### src/rtl/smoldvi_rx_pkg.sv
// Shared definitions for the SmolDVI receive lane: TMDS control codes,
// FSM state encoding and the control-word classifier.
`timescale 1ns/1ps
package smoldvi_rx_pkg;

    localparam logic [9:0] CTRL_00 = 10'b1101010100;
    localparam logic [9:0] CTRL_01 = 10'b0010101011;
    localparam logic [9:0] CTRL_10 = 10'b0101010100;
    localparam logic [9:0] CTRL_11 = 10'b1010101011;

    typedef enum logic [1:0] {
        ST_HUNT    = 2'd0,
        ST_CONFIRM = 2'd1,
        ST_SLIP    = 2'd2,
        ST_LOCKED  = 2'd3
    } rx_state_t;

    typedef struct packed {
        logic       is_ctrl;
        logic [1:0] c;
    } ctrl_dec_t;

    function automatic ctrl_dec_t ctrl_decode(input logic [9:0] word);
        ctrl_dec_t r;
        r.is_ctrl = 1'b1;
        r.c       = 2'b00;
        case (word)
            CTRL_00: r.c = 2'b00;
            CTRL_01: r.c = 2'b01;
            CTRL_10: r.c = 2'b10;
            CTRL_11: r.c = 2'b11;
            default: r.is_ctrl = 1'b0;
        endcase
        return r;
    endfunction

endpackage

### src/rtl/smoldvi_tmds_decode.sv
// Combinational TMDS symbol decoder: raw 10-bit word to {den, c, d}.
`timescale 1ns/1ps
module smoldvi_tmds_decode
    import smoldvi_rx_pkg::*;
(
    input  logic [9:0] sym,
    output logic       den,
    output logic [1:0] c,
    output logic [7:0] d
);

    ctrl_dec_t  cd;
    logic [7:0] q;

    assign cd  = ctrl_decode(sym);
    assign den = ~cd.is_ctrl;
    assign c   = cd.c;
    assign q   = sym[9] ? ~sym[7:0] : sym[7:0];

    // sym[8] records whether the encoder chained with XOR or XNOR
    always_comb begin
        d    = '0;
        d[0] = q[0];
        for (int i = 1; i < 8; i++) begin
            d[i] = sym[8] ? (q[i] ^ q[i-1]) : ~(q[i] ^ q[i-1]);
        end
    end

endmodule

### src/rtl/smoldvi_rx_lane.sv
// SmolDVI receive lane: bitslip-driven symbol alignment plus registered TMDS decode.
// Optional lock-loss counter enabled by defining SMOLDVI_RX_ERRCNT_EN.
//
// state      | meaning
// -----------+-------------------------------------------------------------
// HUNT       | waiting for a control run; watchdog expiry requests a bitslip
// CONFIRM    | one run seen; need data then a second run to trust alignment
// SLIP       | bitslip issued on entry; settle before hunting again
// LOCKED     | aligned; decoded data delivered; watchdog expiry drops to HUNT
`timescale 1ns/1ps
module smoldvi_rx_lane
    import smoldvi_rx_pkg::*;
#(
    parameter int SEARCH_WINDOW = 2048,
    parameter int CTRL_RUN      = 64,
    parameter int SLIP_SETTLE   = 16,
    parameter int W_CNT         = 12
) (
    input  logic        clk,
    input  logic        rst,
    input  logic [9:0]  sym,
    output logic        bitslip,
    output logic        locked,
    output logic        den,
    output logic [7:0]  d,
    output logic [1:0]  c,
    output logic [15:0] err_cnt
);

    localparam int W_RUN    = $clog2(CTRL_RUN + 1);
    localparam int W_SETTLE = $clog2(SLIP_SETTLE + 1);

    rx_state_t           state;
    logic [W_RUN-1:0]    run_cnt;
    logic [W_CNT-1:0]    wdog;
    logic [W_SETTLE-1:0] settle_cnt;
    logic                seen_data;

    logic                dec_den;
    logic [1:0]          dec_c;
    logic [7:0]          dec_d;
    logic                run_event;
    logic                wdog_tc;

    smoldvi_tmds_decode u_decode (
        .sym (sym),
        .den (dec_den),
        .c   (dec_c),
        .d   (dec_d)
    );

    // run_cnt is held at zero in SLIP, so no run can complete there
    assign run_event = (state != ST_SLIP) && !dec_den
                       && (run_cnt == W_RUN'(CTRL_RUN - 1));
    assign wdog_tc   = (wdog == W_CNT'(SEARCH_WINDOW));

    always_ff @(posedge clk or posedge rst) begin
        if (rst) begin
            state      <= ST_HUNT;
            run_cnt    <= '0;
            wdog       <= '0;
            settle_cnt <= '0;
            seen_data  <= 1'b0;
            bitslip    <= 1'b0;
            locked     <= 1'b0;
        end else begin
            bitslip <= 1'b0;

            if (state == ST_SLIP || dec_den) begin
                run_cnt <= '0;
            end else if (run_cnt != W_RUN'(CTRL_RUN)) begin
                run_cnt <= run_cnt + W_RUN'(1);
            end

            if (state != ST_SLIP) begin
                wdog <= wdog + W_CNT'(1);
            end
            if (run_event) begin
                wdog <= '0;
            end

            // a run event always takes priority over watchdog expiry
            case (state)
                ST_HUNT: begin
                    if (run_event) begin
                        state     <= ST_CONFIRM;
                        seen_data <= 1'b0;
                    end else if (wdog_tc) begin
                        state      <= ST_SLIP;
                        wdog       <= '0;
                        bitslip    <= 1'b1;
                        settle_cnt <= W_SETTLE'(SLIP_SETTLE - 1);
                    end
                end
                ST_CONFIRM: begin
                    if (dec_den) begin
                        seen_data <= 1'b1;
                    end
                    if (run_event && seen_data) begin
                        state  <= ST_LOCKED;
                        locked <= 1'b1;
                    end else if (wdog_tc && !run_event) begin
                        state      <= ST_SLIP;
                        wdog       <= '0;
                        bitslip    <= 1'b1;
                        settle_cnt <= W_SETTLE'(SLIP_SETTLE - 1);
                    end
                end
                ST_SLIP: begin
                    if (settle_cnt == '0) begin
                        state <= ST_HUNT;
                        wdog  <= '0;
                    end else begin
                        settle_cnt <= settle_cnt - W_SETTLE'(1);
                    end
                end
                ST_LOCKED: begin
                    if (wdog_tc && !run_event) begin
                        state  <= ST_HUNT;
                        wdog   <= '0;
                        locked <= 1'b0;
                    end
                end
                default: begin
                    state  <= ST_HUNT;
                    wdog   <= '0;
                    locked <= 1'b0;
                end
            endcase
        end
    end

    // decode outputs: den suppressed and d/c frozen until aligned
    always_ff @(posedge clk or posedge rst) begin
        if (rst) begin
            den <= 1'b0;
            d   <= '0;
            c   <= '0;
        end else if (state == ST_LOCKED) begin
            den <= dec_den;
            if (dec_den) begin
                d <= dec_d;
            end else begin
                c <= dec_c;
            end
        end else begin
            den <= 1'b0;
        end
    end

`ifdef SMOLDVI_RX_ERRCNT_EN
    logic lock_lost;

    assign lock_lost = (state == ST_LOCKED) && wdog_tc && !run_event;

    always_ff @(posedge clk or posedge rst) begin
        if (rst) begin
            err_cnt <= '0;
        end else if (lock_lost && err_cnt != 16'hFFFF) begin
            err_cnt <= err_cnt + 16'd1;
        end
    end
`else
    assign err_cnt = '0;
`endif

endmodule

### config.mk
export PLATFORM = sky130hd
export DESIGN_NAME = smoldvi_rx_lane
export DESIGN_NICKNAME = d
export VERILOG_FILES = /design/src/rtl/smoldvi_rx_pkg.sv /design/src/rtl/smoldvi_tmds_decode.sv /design/src/rtl/smoldvi_rx_lane.sv
export SDC_FILE = /design/constraint.sdc
export NUM_CORES = 1
export LEC_CHECK = 0
export CORE_ASPECT_RATIO = 0.7
export CORE_UTILIZATION = 28
export DETAILED_ROUTE_END_ITERATION = 10
export PLACE_DENSITY = 0.45
export RECOVER_POWER = 50
export SLEW_MARGIN = 10
export SYNTH_ARGS = -nofsm -noshare
export SYNTH_HDL_FRONTEND = slang
export SYNTH_SLANG_ARGS = --single-unit
### constraint.sdc
create_clock -name clk -period 2.3 [get_ports clk]
set_clock_uncertainty 0.1 [all_clocks]
set_input_delay 0.69 -clock clk [delete_from_list [all_inputs] [get_ports clk]]
set_output_delay 0.69 -clock clk [all_outputs]
set_load 0.02 [all_outputs]
# After elaboration in Yosys (flattened, before gate mapping)
# Cells that the tools add are included.
# W data, S select, Z words.
[classes]
n_addsub = 3
eq_ne = 23
mux = 45
n_bitwise = 16
reduce_logical = 19
[ops]
columns = ["cell", "n"]
rows = [
  ["$mux W12", 7],
  ["$pmux W12 S4", 1],
  ["$mux W5", 5],
  ["$eq A10 B10 Y1 const B", 2],
  ["$ne A2 B2 Y1 const B", 10],
  ["$mux W1", 17],
  ["$pmux W5 S3", 1],
  ["$mux W7", 2],
  ["$add A12 B1 Y12 const B", 1],
  ["$eq A12 B12 Y1 const B", 1],
  ["$mux W2", 6],
  ["$eq A10 B8 Y1 const B", 1],
  ["$eq A10 B9 Y1 const B", 1],
  ["$mux W8", 1],
  ["$not A1 Y1", 8],
  ["$not A8 Y8", 1],
  ["$pmux W2 S4", 1],
  ["$add A7 B1 Y7 const B", 1],
  ["$eq A7 B6 Y1 const B", 1],
  ["$ne A7 B7 Y1 const B", 1],
  ["$xor A1 B1 Y1", 7],
  ["$ne A3 B3 Y1 const B", 2],
  ["$pmux W1 S2", 3],
  ["$pmux W2 S3", 1],
  ["other kinds (16)", 24],
]
[totals]
regBits = 40
in_bits = 12
output_inout_bits = 29
wordCells = 116

# Logic depth before layout (Yosys ltp)
# Gate-level depths: netlist of run 1.
[depth]
word_depth = 10
mapped_depth = 9
depth_no_buf = 8

# Hierarchy
# From an unflattened synthesis of run 1, not the netlist that was laid out.
[hier_totals]
cells_unflattened = 223
area_unflattened_um2 = 2274.7
[modules_own_cells]
columns = ["module", "instances", "cells_per_inst", "area_each_um2"]
rows = [
  ["smoldvi_rx_lane", 1, 198, 2058.2],
  ["smoldvi_tmds_decode", 1, 25, 216.5],
]

# Worst setup path before layout of run 1
# OpenSTA, ideal clock, no wires.
[synth_timing]
kind = "input to register"
from = "input sym[4]"
to = "register d[0]"
setup_ns = 0.125
arrival_ns = 1.998
required_time_ns = 2.075
path_slack_ns = 0.077
cell_stages = 7
n_path_buf = 0
path_cell_list = "inv_1 ha_1 and4bb_2 nand3_4 nand2_1 nor2_2 mux2_2"
[synth_between]
elab_chain_cells = 5
[synth_lines]
columns = ["item", "line", "source"]
rows = [
  ["from (decl)", "smoldvi_rx_lane.sv:21", "input logic [9:0] sym,"],
  ["$eq A10 B10 Y1 (tied with other cells)", "smoldvi_rx_pkg.sv:27", "case (word)"],
  ["$reduce_or A4 Y1 (no line) (*)", "-", ""],
  ["$mux W1 (*)", "smoldvi_rx_pkg.sv:27", ""],
  ["$not A1 Y1 (no line) (*)", "-", ""],
  ["$reduce_and A2 Y1 (no line) (*)", "-", ""],
  ["to (signal assigned)", "smoldvi_rx_lane.sv:137", "d <= '0;"],
  ["to (signal assigned)", "smoldvi_rx_lane.sv:142", "d <= dec_d;"],
  ["to (decl)", "smoldvi_rx_lane.sv:25", "output logic [7:0] d,"],
]
# Every way passes the cells marked *; elsewhere a longest branch is shown, timed or not.
# A chain may end at the register's enable or synchronous reset.

# Final worst setup path of run 1
[layout_timing]
from = "input sym[7]"
to = "register d[0]"
# The elaborated chain is that of the path after synthesis.

==> reports/qor.csv, run 1 <==
metric;value;unit
status;complete, no violations;
top cell type's share of synthesized area;43.6;%
cell area after synthesis;0.00229;mm^2
Post-Synthesis Cells;227;
Die W;110;um
TNS Setup;0;ps
final setup violation count;0;
Inst Count DP;368;
max cap viols;0;
Final nets;301;
fin crit period;2200;ps
vias in the first global route;1638;
final non-filler cell total;380;
most frequent cell after synthesis;dfrtp_1;
met1 wire length;2410;um
register bit total from synthesis;40;
CTS max path bufs;2;
Core Util, Final;37.6;%
Syn-to-layout area delta;29.6;%
Post-synth ARST share;100;%
Root Buffer Master;clkbuf_16;
CTS buffer count;5;
Hold WC Path Type;reg -> reg;
input/output buffers;24;
area leader, netlist;dfrtp_1;
drt via density;4.30;
clock-pin transition on the worst setup and hold timing paths;60;ps
required time of the worst setup path;2360;ps
Hold Startpoint;d[7];
CTS Hold Bufs;0;
leakage power;1.35;nW
placed cell area;0.00274;mm^2
number of synthesized flops with an enable pin;0;
Synth Warn #;0;
highest routed layer;met4;
initial core utilization;29.0;%
share of layout cells above drive strength 1;20.8;%
syn_area_per_cell;10.1;um^2
Setup CP Type;in -> reg;
final wirelength;4380;um
first-pass GRT wire length;8000;um
Worst Setup End Kind;flip-flop;
cell area after layout;0.00297;mm^2
wire per inst;11.5;um
Post-Synth Simple-Gate Area;17.4;%
top post-synthesis cells by count;dfrtp_1 (40), nor2_1 (27), buf_4 (17), inv_1 (17);
max_slew headroom;31.1;%
Final Hold Vio Count;0;
# IOs;41;
Final Max Slew Viols;0;
GR Overflow Total;0;
GRT Util Overall;11.9;%
dpl hpwl;3290;um
DR WL met2;1740;um
TritonCTS clock tree;done;
H-tree Lvls;2;
Starting DRT DRC Count;92;
PwrDens;811;mW/mm^2
die span in y;77.7;um
worst-skew pair later-pin latency;280;ps
Core ar.;0.00791;mm^2
Synth Area in XOR/XNOR;9.92;%
drt first pass iters;4;
Area contributors post-synth;dfrtp_1 (44%), ha_1 (6.0%), buf_4 (5.6%);
Fin Hold WS;395;ps
die area;0.00857;mm^2
n_diodes;0;
post-synthesis mux area share;5.83;%
Yosys cell types;45;
worst path arrival time;2270;ps
DRC Markers;0;
period utilization;95.7;%
std cell rows;27;
filler cell count in the final layout;807;
initial antenna violation count;0;
Most used DFF post-synth;dfrtp_1;
Critical Path Source Type;input port;
Synth Area in Compound Gates;7.80;%
GP Congestion;0.737;
metal3 WL;195;um
Synth Area in Adders;6.00;%
Worst Tran Pin Value;1030;ps
Routed Antenna Nets;0;
Crit Path Max Fanout;5;
FF-to-FF Start;run_cnt[0];
Worst IR Drop VDD;433;uV
largest net degree at the start of global routing;41;
Clock Sinks;40;
post-synthesis sequential area ratio;43.6;%
combinational family with the most area after synthesis;simple AND/OR/NAND/NOR gates;
DR vias;1634;
fmax;454;MHz
worst setup path startpoint;sym[7];
RSZ-0062 raised after global routing;false;
[power by group]
part / switching, mW / internal (mW)
combinational: 0.371 / 0.307
clock: 0.277 / 0.510
sequential: 0.113 / 0.831
[final timing paths]
| path | to | slack, ps | cells past startpoint |
|---|---|---|---|
| setup / recovery | d[0] | 100 | 8 |
| min in group asynchronous | run_cnt[1] | 1080 | 3 |
| max in group asynchronous | bitslip | 390 | 3 |
| setup reg to reg | state[1] | 270 | 7 |
| hold / removal | d[7] | 400 | 1 |
| hold reg to reg | d[7] | 400 | 1 |
[metal layers]
| metal | global-route usage, % | up-vias |
|---|---|---|
| met3 | 3.11 | 6 |
| met5 | 0 | - |
| met4 | 3.16 | 0 |
| li1 | - | 834 |
| met2 | 16.1 | 41 |
| met1 | 18.3 | 753 |
[kinds of logic (layout without fill, tap and decap cells)]
logic type	Yosys count	after routing
and+or+nand+nor	73	73
DFF	40	40
buffers and inverters	37	74
AOI/OAI and AO/OA	27	27
xor gates and xnor gates	26	26
muxes	12	12
adders and majority gates	11	11
other	1	16
[worst max-delay path, cell delays in order]
cell	delay, ps
clkdlybuf4s50_1	440
and4bb_2	260
nand3_4	120
buf_4	130
nand2_4	50
nor2_4	110
buf_6	130
mux2_2	320
[sequential cells by signal (all words and copies together), names as in the netlist]
register / cells
bitslip: 1
c: 2
d: 8
den: 1
locked: 1
run_cnt: 7
seen_data: 1
settle_cnt: 5
state: 2
wdog: 12
[cell type report]
| type | count | area [um^2] | share of cell area, % |
|---|---|---|---|
| multi-input combinational | 165 | 1170 | 39.4 |
| inverter | 18 | 70.1 | 2.36 |
| timing repair buffer | 48 | 439 | 14.8 |
| sequential | 40 | 1000 | 33.7 |
| clock buffer | 6 | 129 | 4.34 |
| tap | 101 | 126 | 4.25 |
| clock inverter | 2 | 35.0 | 1.18 |
[repair_timing]
| action | 4_1_cts | 5_1_grt |
|---|---|---|
| endpoints found under the hold margin | 0 | 0 |
| setup endpoints to repair | 24 | 27 |
| setup buffers | 1 | 3 |
| resized for setup | 11 | 6 |
| pin swaps | 3 | 2 |
[metrics by stage]
stage                     setup slack [ps]  total power [mW]
after floorplan                       77.4              1.39
after global placement                -408              1.65
after detailed placement              -421              1.64
after CTS                             9.85              2.45
after global routing                  9.26              2.58
final                                 99.2              2.41
[cell usage in the layout, fill, tap and decap left out, types with 2 or more instances in the layout]
master	Yosys	routed
dfrtp_1	40	40
nor2_1	27	27
buf_4	17	20
inv_1	17	17
conb_1	1	16
xor2_1	13	13
xnor2_1	13	13
mux2_2	11	11
clkdlybuf4s50_1	0	11
nand2_1	11	10
o21ai_0	10	10
ha_1	11	10
nand3_1	6	6
dlygate4sd3_1	0	6
a21oi_1	5	5
clkbuf_16	0	5
dlymetal6s2s_1	0	5
nand4_1	4	4
a31oi_1	3	3
nor4b_1	3	3
nor3_1	3	3
buf_6	1	3
nand2b_1	2	2
nand3_4	1	2
or3_4	1	2
and3_1	2	2
dlygate4sd2_1	0	2
No activity file was read; power rests on OpenSTA's default activity.
==> inputs of run 2 (changes only) <==
SYNTH_HIERARCHICAL = 1   (was not set)
==> reports/qor.csv, run 2 <==
metric;value;unit;change
Root Buffer Master;clkbuf_16;;
drt first pass iters;4;;unchanged
Pwr Total;1.67;mW;-31%
worst-path cell chain;buf_6 -> and4bb_1 -> nand3b_4 -> o31a_1 -> nand2b_4 -> or3_4 -> o21ai_4 -> nor2_1;;
Comb pwr share;7.2;%;-21 points
dpl hpwl;3170;um;-3.4%
Yosys cell types;45;;unchanged
Reg area;0.00100;mm^2;unchanged
Routed Antenna Nets;0;;unchanged
GP Congestion;0.715;;-3.0%
clock share of power;50.7;%;+18 points
Most used DFF post-synth;dfrtp_1;;
die area;0.00849;mm^2;-0.85%
PwrDens;558;mW/mm^2;-31%
Post-Synthesis Cells;223;;-1.8%
Int Power;1.33;mW;-20%
initial core utilization;28.9;%;-0.13 points
wire per inst;12.6;um;+8.9%
largest net degree at the start of global routing;41;;unchanged
WP buf/inv;1;;-2
initial antenna violation count;0;;unchanged
worst-skew pair later-pin latency;280;ps;about the same
register bit total from synthesis;40;;unchanged
TNS Setup;0;ps;unchanged
most frequent cells in the layout;dfrtp_1 (40), buf_4 (25), nor2_1 (19), xor2_1 (18), conb_1 (16);;
area leader, netlist;dfrtp_1;;
std cell rows;27;;unchanged
max_slew headroom;30.6;%;-0.46 points
Setup CP Type;in -> reg;;
RSZ-0062 raised after global routing;true;;
fin crit period;2250;ps;+50.6 ps
Die W;110;um;-0.43%
DR vias;1644;;+0.61%
commonest non-fill, non-tap cell in the layout;dfrtp_1;;
CTS buffer count;5;;unchanged
required time of the worst setup path;2360;ps;about the same
Core ar.;0.00787;mm^2;-0.43%
GR Overflow Total;0;;unchanged
Sw Share;20.7;%;-11 points
top cell type's share of synthesized area;44.0;%;+0.38 points
filler cell count in the final layout;802;;-0.62%
Worst Setup End Kind;flip-flop;;
TritonCTS clock tree;done;;
die span in y;77.4;um;-0.42%
Syn-to-layout area delta;31.8;%;
max reg flops;12;;unchanged
max cap viols;0;;unchanged
Crit Path Max Fanout;6;;+1
CTS max path bufs;2;;unchanged
Critical Path Source Type;input port;;
GRT Util Overall;12.1;%;+0.16 points
input/output buffers;24;;unchanged
leakage power;1.35;nW;about the same
Largest Register;wdog;;
Final nets;293;;-2.7%
critical path's top delay family;simple AND/OR/NAND/NOR gates;;
Synth Warn #;6;;+6
# IOs;41;;unchanged
Post-synth ARST share;100;%;unchanged
cell area after synthesis;0.00227;mm^2;-0.87%
Final Hold Vio Count;0;;unchanged
final setup violation count;0;;unchanged
share of layout cells above drive strength 1;24.6;%;+3.8 points
Hold WC Path Type;reg -> reg;;
top post-synthesis cells by count;dfrtp_1 (40), nor2_1 (22), xor2_1 (18);;
final wirelength;4730;um;+8.1%
Area contributors post-synth;dfrtp_1 (44%), xor2_1 (6.9%), mux2_2 (5.4%);;
Switch Pwr;345;uW;-55%
n_diodes;0;;unchanged
DRC Markers;0;;unchanged
biggest regs;wdog: 12 flops, d: 8 flops, run_cnt: 7 flops;;
Worst IR Drop VDD;442;uV;+2.1%
Final Max Slew Viols;0;;unchanged
Fin Hold WS;406;ps;+10.9 ps
period utilization;97.9;%;+2.2 points
worst path arrival time;2310;ps;+40 ps
Starting DRT DRC Count;32;;-65%
CP peak stage delay;420;ps;-20 ps
vias in the first global route;1480;;-9.6%
post-synthesis sequential area ratio;44.0;%;+0.38 points
H-tree Lvls;2;;unchanged
r2r setup slk;310;ps;+40 ps
drt via density;4.36;;+1.4%
clock-pin transition on the worst setup and hold timing paths;60;ps;about the same
first-pass GRT wire length;7740;um;-3.2%
number of synthesized flops with an enable pin;0;;unchanged
Worst path slowest cell;or3_4;;
sequential share of power;42.1;%;+2.9 points
Core Util, Final;38.1;%;+0.48 points
most frequent cell after synthesis;dfrtp_1;;
syn_area_per_cell;10.2;um^2;+0.91%
Clock Sinks;40;;unchanged
Worst Tran Pin Value;1040;ps;+6.90 ps
status;complete, no violations;;
fmax;444;MHz;-2.2%
area of the multi-input gates;0.00120;mm^2;+2.6%
-- run 2: cell types whose count changed after synthesis, moves of 3 or more --
| cell | change |
|---|---|
| o21ai_0 | -7 |
| xor2_1 | +5 |
| nor3_1 | +4 |
| nor2_1 | -5 |
| inv_1 | -5 |
| ha_1 | -5 |
| buf_6 | +3 |
-- run 2: cell families (layout without fill, tap and decap cells) --
family | after synthesis | after routing | share of synthesized area (%)
AOI/OAI and AO/OA | 22 | 23 | 6.38
adders and majority gates | 6 | 6 | 3.30
muxes | 11 | 11 | 5.45
other | 1 | 16 | 0.165
and+or+nand+nor | 80 | 80 | 19.7
DFF | 40 | 40 | 44.0
xor gates and xnor gates | 30 | 30 | 11.6
buffers and inverters | 33 | 70 | 9.46
-- run 2: through the flow --
stage	instances	area, um^2	setup slack [ps]
floorplan	238	2350	-297
global placement	364	2740	-663
detailed placement	364	2740	-660
CTS	373	2950	2.54
global route	377	3000	-34.0
finish	377	3000	48.5
-- run 2: power groups by stage --
stage | clock, mW | combinational [mW] | sequential, mW
after global placement | 0 | 0.125 | 0.717
after global routing | 0.912 | 0.134 | 0.703
after CTS | 0.876 | 0.123 | 0.704
final | 0.848 | 0.120 | 0.704
after floorplan | 0 | 0.0865 | 0.717
after detailed placement | 0 | 0.124 | 0.717
-- run 2: final timing paths --
| path | from | to | depth (start not counted) |
|---|---|---|---|
| worst min register to register | d[4] | d[4] | 1 |
| max in group asynchronous | rst | settle_cnt[1] | 3 |
| worst min-delay path | d[4] | d[4] | 1 |
| worst max register to register | settle_cnt[0] | wdog[3] | 7 |
| min in group asynchronous | rst | d[4] | 3 |
| worst max-delay path | sym[2] | wdog[3] | 8 |
-- run 2: repair_timing --
item,in CTS,in global routing
pin swaps,10,6
buffers inserted,0,4
endpoints found under the setup margin,33,21
hold buffers,0,0
gates resized for setup,28,12
cloned,1,0
hold endpoints to repair,0,0
-- run 2: area by class of cell --
type	instances	share of cell area [%]
inverters	12	1.50
well taps	101	4.22
clock buffers	7	5.09
flip-flops and latches	40	33.4
repair buffers	50	14.7
multi-input cells	166	40.1
clock inverters	1	1.00
-- run 2: per-layer routing --
layer,part of all wire [%],vias up,global-route usage (%),wire length [um]
met5,0,-,0,0
met4,1.1,0,3.20,50
met3,4.2,5,3.61,198
met2,40,23,15.2,1900
met1,55,780,19.2,2580
li1,-,836,-,-
==> RTL edit 1, RTL diff (settings of run 1) <==
Encoding of `rx_state_t`: now one-hot (4 bits for 4 states).
--- a/src/rtl/smoldvi_rx_pkg.sv
+++ b/src/rtl/smoldvi_rx_pkg.sv
@@ -8,11 +8,11 @@
     localparam logic [9:0] CTRL_10 = 10'b0101010100;
     localparam logic [9:0] CTRL_11 = 10'b1010101011;
 
-    typedef enum logic [1:0] {
-        ST_HUNT    = 2'd0,
-        ST_CONFIRM = 2'd1,
-        ST_SLIP    = 2'd2,
-        ST_LOCKED  = 2'd3
+    typedef enum logic [3:0] {
+        ST_HUNT    = 4'b0001,
+        ST_CONFIRM = 4'b0010,
+        ST_SLIP    = 4'b0100,
+        ST_LOCKED  = 4'b1000
     } rx_state_t;
 
     typedef struct packed {
Behaviour: no difference found for any inputs over 10 cycles, from zero or initial values and one cycle with rst high; not proved beyond that.
==> RTL edit 1 against run 1 <==
  * The flow now finishes with violations (setup timing)
  * Die area grew 15%
  * Sequential share of layout area fell by 5.5 points
  * Sequential cell count is 2 higher
  * Synthesized area rose by 15%
  * Power rose by 14%
  * Final area grew 26%
  * Final cell count is 31% higher
  * Setup slack lost 0.25 ns
  * Wire length rose by 39%
  * Non-clock buffer count grew 50
  * Largest power group is now combinational logic
  * Sequential power down 6.6%
  * Synthesized cell count increased by 23%
==> RTL edit 1: results (changes against run 1) <==
======================================================================
Largest net degree at the start of global routing .......           43   +4.9%
Fraction of the mapped netlist area in adder cells ......        5.22%   -0.78 points
Routed WL per cell ......................................      12.3 um   +6.6%
Final HPWL DP ...........................................      4.46 mm   +36%
Total of clock buffers placed in the layout .............            5   -1
Final setup violation count .............................            5   +5
Largest vdd supply drop .................................     0.456 mV   +5.2%
Final worst slack .......................................    -0.150 ns   -0.249 ns
Synthesized instance count ..............................          279   +23%
Met3 layer wire length in the routed design .............       177 um   -9.2%
PwrDens .................................................  736 nW/um^2   -9.2%
Proportion of synthesized chip area in sequential cells .        39.9%   -3.7 points
Multi-input combinational cell count ....................          207   +25%
Worst path slowest cell ................................. sky130_fd_sc_hd__or4b_4
Startpoint kind of the worst setup timing path ..........         flop
Number of cells after detailed placement ................          480   +30%
Reg2reg start ........................................... settle_cnt[1]$_DFFE_PP0P_
Sink of the worst hold path ............................. c[0]$_DFFE_PP0P_
Area taken by multi-input logic gates ...................    1530 um^2   +30%
Result of the run ....................................... finished with violations
Sw Ratio ................................................        34.9%   +3.4 points
Number of global-route vias before repair ...............        2,084   +27%
Capturing point of the worst reg2reg path ............... settle_cnt[1]$_DFFE_PP0P_
PostCTS Resize Cnt ......................................           57   +46
Length of routed met2 wiring ............................      2.29 mm   +32%
Global placer's final weighted congestion ...............        0.765   +3.9%
Fraction of the mapped netlist area in compound gates ...        11.8%   +4.0 points
Delay-heaviest family, CP ............................... simple AND/OR/NAND/NOR gates
Leakage component of the power ..........................   0.00159 uW   +18%
Layout cell share with drive strength beyond 1 ..........        36.7%   +16 points
Pre-CTS setup slack .....................................    -0.828 ns   -0.407 ns
Cell area after placement ...............................    3420 um^2   +25%
Data arrival at the endpoint of the critical path .......      2.52 ns   +0.25 ns
Num sequential ..........................................           42   +5.0%
Signal buffers ..........................................           98   +100%
Wire length of the first global-routing pass ............      10.4 mm   +30%
Slew at the pin closest to its max-slew limit ...........      1.10 ns   +0.0650 ns
Filler Cells Inserted ...................................          910   +13%
Overall track demand over capacity in global routing ....        13.2%   +1.3 points
Clock tree cell share of total cell area ................        4.05%   -1.5 points
Failing checks .......................................... setup timing
Iter 0 DRT Violations ...................................           72   -22%
Drt via density .........................................         4.39   +2.1%
Startpoint of the worst hold path ....................... c[0]$_DFFE_PP0P_
Clock network fraction of total power ...................        26.5%   -6.2 points
Most common library cells after synthesis ............... 41 x sky130_fd_sc_hd__dfrtp_1, 36 x sky130_fd_sc_hd__nor2_1, 18 x sky130_fd_sc_hd__inv_1, 17 x sky130_fd_sc_hd__a21oi_1, 17 x sky130_fd_sc_hd__nand2_1
Sequential cell area ....................................    1050 um^2   +5.1%
Vias ....................................................        2,181   +33%
Cells on worst reg2reg path .............................            8   +1
======================================================================
-- RTL edit 1: changes by cell type in the layout (fill, tap and decap cells not counted), moves of 5 or more --
cell                                    run 1  this run
sky130_fd_sc_hd__buf_4                     20        73
sky130_fd_sc_hd__a21oi_1                    5        14
sky130_fd_sc_hd__nor2_1                    27        36
sky130_fd_sc_hd__ha_1                      10         3
sky130_fd_sc_hd__mux2_2                    11         4
sky130_fd_sc_hd__nand2_1                   10        17
sky130_fd_sc_hd__inv_1                     17        11
sky130_fd_sc_hd__dlygate4sd3_1              6         1
sky130_fd_sc_hd__dlymetal6s2s_1             5         0
sky130_fd_sc_hd__ha_4                       0         5
sky130_fd_sc_hd__inv_2                      0         5
sky130_fd_sc_hd__nor3_1                     3         8
-- RTL edit 1: routing by layer --
layer / track usage [%] / vias to the layer above
met3: 3.30 / 4
li1: - / 1113
met2: 17.3 / 34
met1: 21.0 / 1030
met5: 0 / -
met4: 3.15 / 0
==> RTL edit 2, RTL diff (flow settings as in run 1) <==
Made on the original files. `CTRL_RUN`: 64 -> 128.
--- a/src/rtl/smoldvi_rx_lane.sv
+++ b/src/rtl/smoldvi_rx_lane.sv
@@ -12,7 +12,7 @@
     import smoldvi_rx_pkg::*;
 #(
     parameter int SEARCH_WINDOW = 2048,
-    parameter int CTRL_RUN      = 64,
+    parameter int CTRL_RUN      = 128,
     parameter int SLIP_SETTLE   = 16,
     parameter int W_CNT         = 12
 ) (
Function: same outputs for any inputs over 10 cycles, from zero or initial values and one cycle with rst high; that may be too few to reach the edited logic, so the function may still have changed.
==> RTL edit 2 against run 1 <==
  * Setup slack lost 0.029 ns
  * Final area up 5.2%
  * Global-route usage down 0.22 points
  * Sequential cell count increased by 1
  * Register-to-register slack improved by 0.08 ns
  * Wire length is 10% higher
  * Synthesized area grew 5.8%
  * Fmax down 1.3%
Power is not compared: it rests on default switching activity, and its combinational part moved more than twofold at a synthesized area within 25%.
==> RTL edit 2: results (changes against run 1) <==
====================================================================
Result of the run .....................................    completed
Largest driver fanout on the critical path ............            6   +1
Met3 layer wire length in the routed design ...........       137 um   -30%
Reg2reg start ......................................... wdog[0]$_DFF_PP0_
Final-stage net count .................................          313   +4.0%
Routed WL per cell ....................................      11.7 um   +1.9%
Final hold slack ......................................     0.396 ns   +0.000783 ns
Worst R2R Setup Slack .................................      0.35 ns   +0.08 ns
Number of cells after detailed placement ..............          403   +9.5%
Iter 0 DRT Violations .................................           47   -49%
Filler Cells Inserted .................................          835   +3.5%
Mean Syn Cell Area ....................................    9.99 um^2   -1.2%
Layout cell share with drive strength beyond 1 ........        19.9%   -0.86 points
Overall track demand over capacity in global routing ..        11.7%   -0.22 points
Number of global-route vias before repair .............        1,686   +2.9%
Post-Synth XOR/XNOR Area ..............................        10.8%   +0.90 points
Length of routed met2 wiring ..........................      2.06 mm   +18%
Fraction of the mapped netlist area in adder cells ....        5.67%   -0.33 points
Capturing point of the worst reg2reg path ............. wdog[4]$_DFF_PP0_
Timing-limited maximum frequency ......................    0.448 GHz   -1.3%
Fraction of the mapped netlist area in compound gates .        8.71%   +0.91 points
Final routed wirelength across all metal layers .......      4.83 mm   +10%
Sink of the worst hold path ........................... c[1]$_DFFE_PP0P_
Relative slew slack ...................................        29.5%   -1.6 points
Largest net degree at the start of global routing .....           42   +2.4%
End point of the critical path ........................ locked$_DFFE_PP0P_
Wire length of the first global-routing pass ..........      8.27 mm   +3.5%
Area contributors post-synth .......................... sky130_fd_sc_hd__dfrtp_1 42%, sky130_fd_sc_hd__xnor2_1 5.8%, sky130_fd_sc_hd__ha_1 5.7%
Most common library cells after synthesis ............. 41 x sky130_fd_sc_hd__dfrtp_1, 33 x sky130_fd_sc_hd__nor2_1, 17 x sky130_fd_sc_hd__buf_4, 17 x sky130_fd_sc_hd__inv_1, 16 x sky130_fd_sc_hd__xnor2_1
Top flop regs ......................................... wdog x12, d x8, run_cnt x8
Cell area after placement .............................    2920 um^2   +6.6%
Pre-CTS setup slack ...................................    -0.416 ns   +0.00473 ns
Startpoint of the worst hold path ..................... c[1]$_DFFE_PP0P_
Drt via density .......................................         4.25   -1.3%
Met2 usage in global routing ..........................        17.2%   +1.2 points
Origin of the worst setup path ........................       sym[3]
Layer carrying the most global-route usage ............         met2
====================================================================
## RTL edit 2: cell count changes after synthesis, moves of 3 or more
cell | run 1 | this run
sky130_fd_sc_hd__xnor2_1 | 13 | 16
sky130_fd_sc_hd__o21ai_0 | 10 | 6
sky130_fd_sc_hd__nor3_1 | 3 | 9
sky130_fd_sc_hd__nor2_1 | 27 | 33
sky130_fd_sc_hd__nand3_1 | 6 | 9
## RTL edit 2: repair_timing
item | 4_1_cts | 5_1_grt
buffers inserted | 1 | 0
setup endpoints to repair | 26 | 15
resized for setup | 10 | 6
pin swaps | 8 | 6
## RTL edit 2: cell type report
cell class                      count  area, um^2  share of cell area (%)
Clock buffer                        7         143                    4.56
Clock inverter                      1        30.0                   0.960
Inverter                           17        63.8                    2.04
Multi-Input combinational cell    181        1300                    41.5
Sequential cell                    41        1030                    32.8
Tap cell                          120         150                    4.80
Timing Repair Buffer               44         418                    13.4
## RTL edit 2: logic make-up after synthesis
group	after synthesis
XOR/XNOR	30
buffers and inverters	36
flip-flops	41
adder cells (fa/ha/maj)	11
AND/OR/NAND/NOR	88
other	1
multiplexers	9
AO/OA/AOI/OAI	27
## RTL edit 2: worst max-delay path, cell delays in order
cell and delay, ns:
sky130_fd_sc_hd__clkdlybuf4s50_1 0.53, sky130_fd_sc_hd__inv_1 0.06, sky130_fd_sc_hd__ha_1 0.20, sky130_fd_sc_hd__and3_4 0.20, sky130_fd_sc_hd__o211a_4 0.27, sky130_fd_sc_hd__o31ai_4 0.22
sky130_fd_sc_hd__a21oi_1 0.09
## RTL edit 2: power by group
group | leakage [uW] | internal, uW | switching, uW
Sequential | 0.000524 | 742 | 10.0
Combinational | 0.000726 | 90.7 | 106
Clock | 0.0000841 | 542 | 268
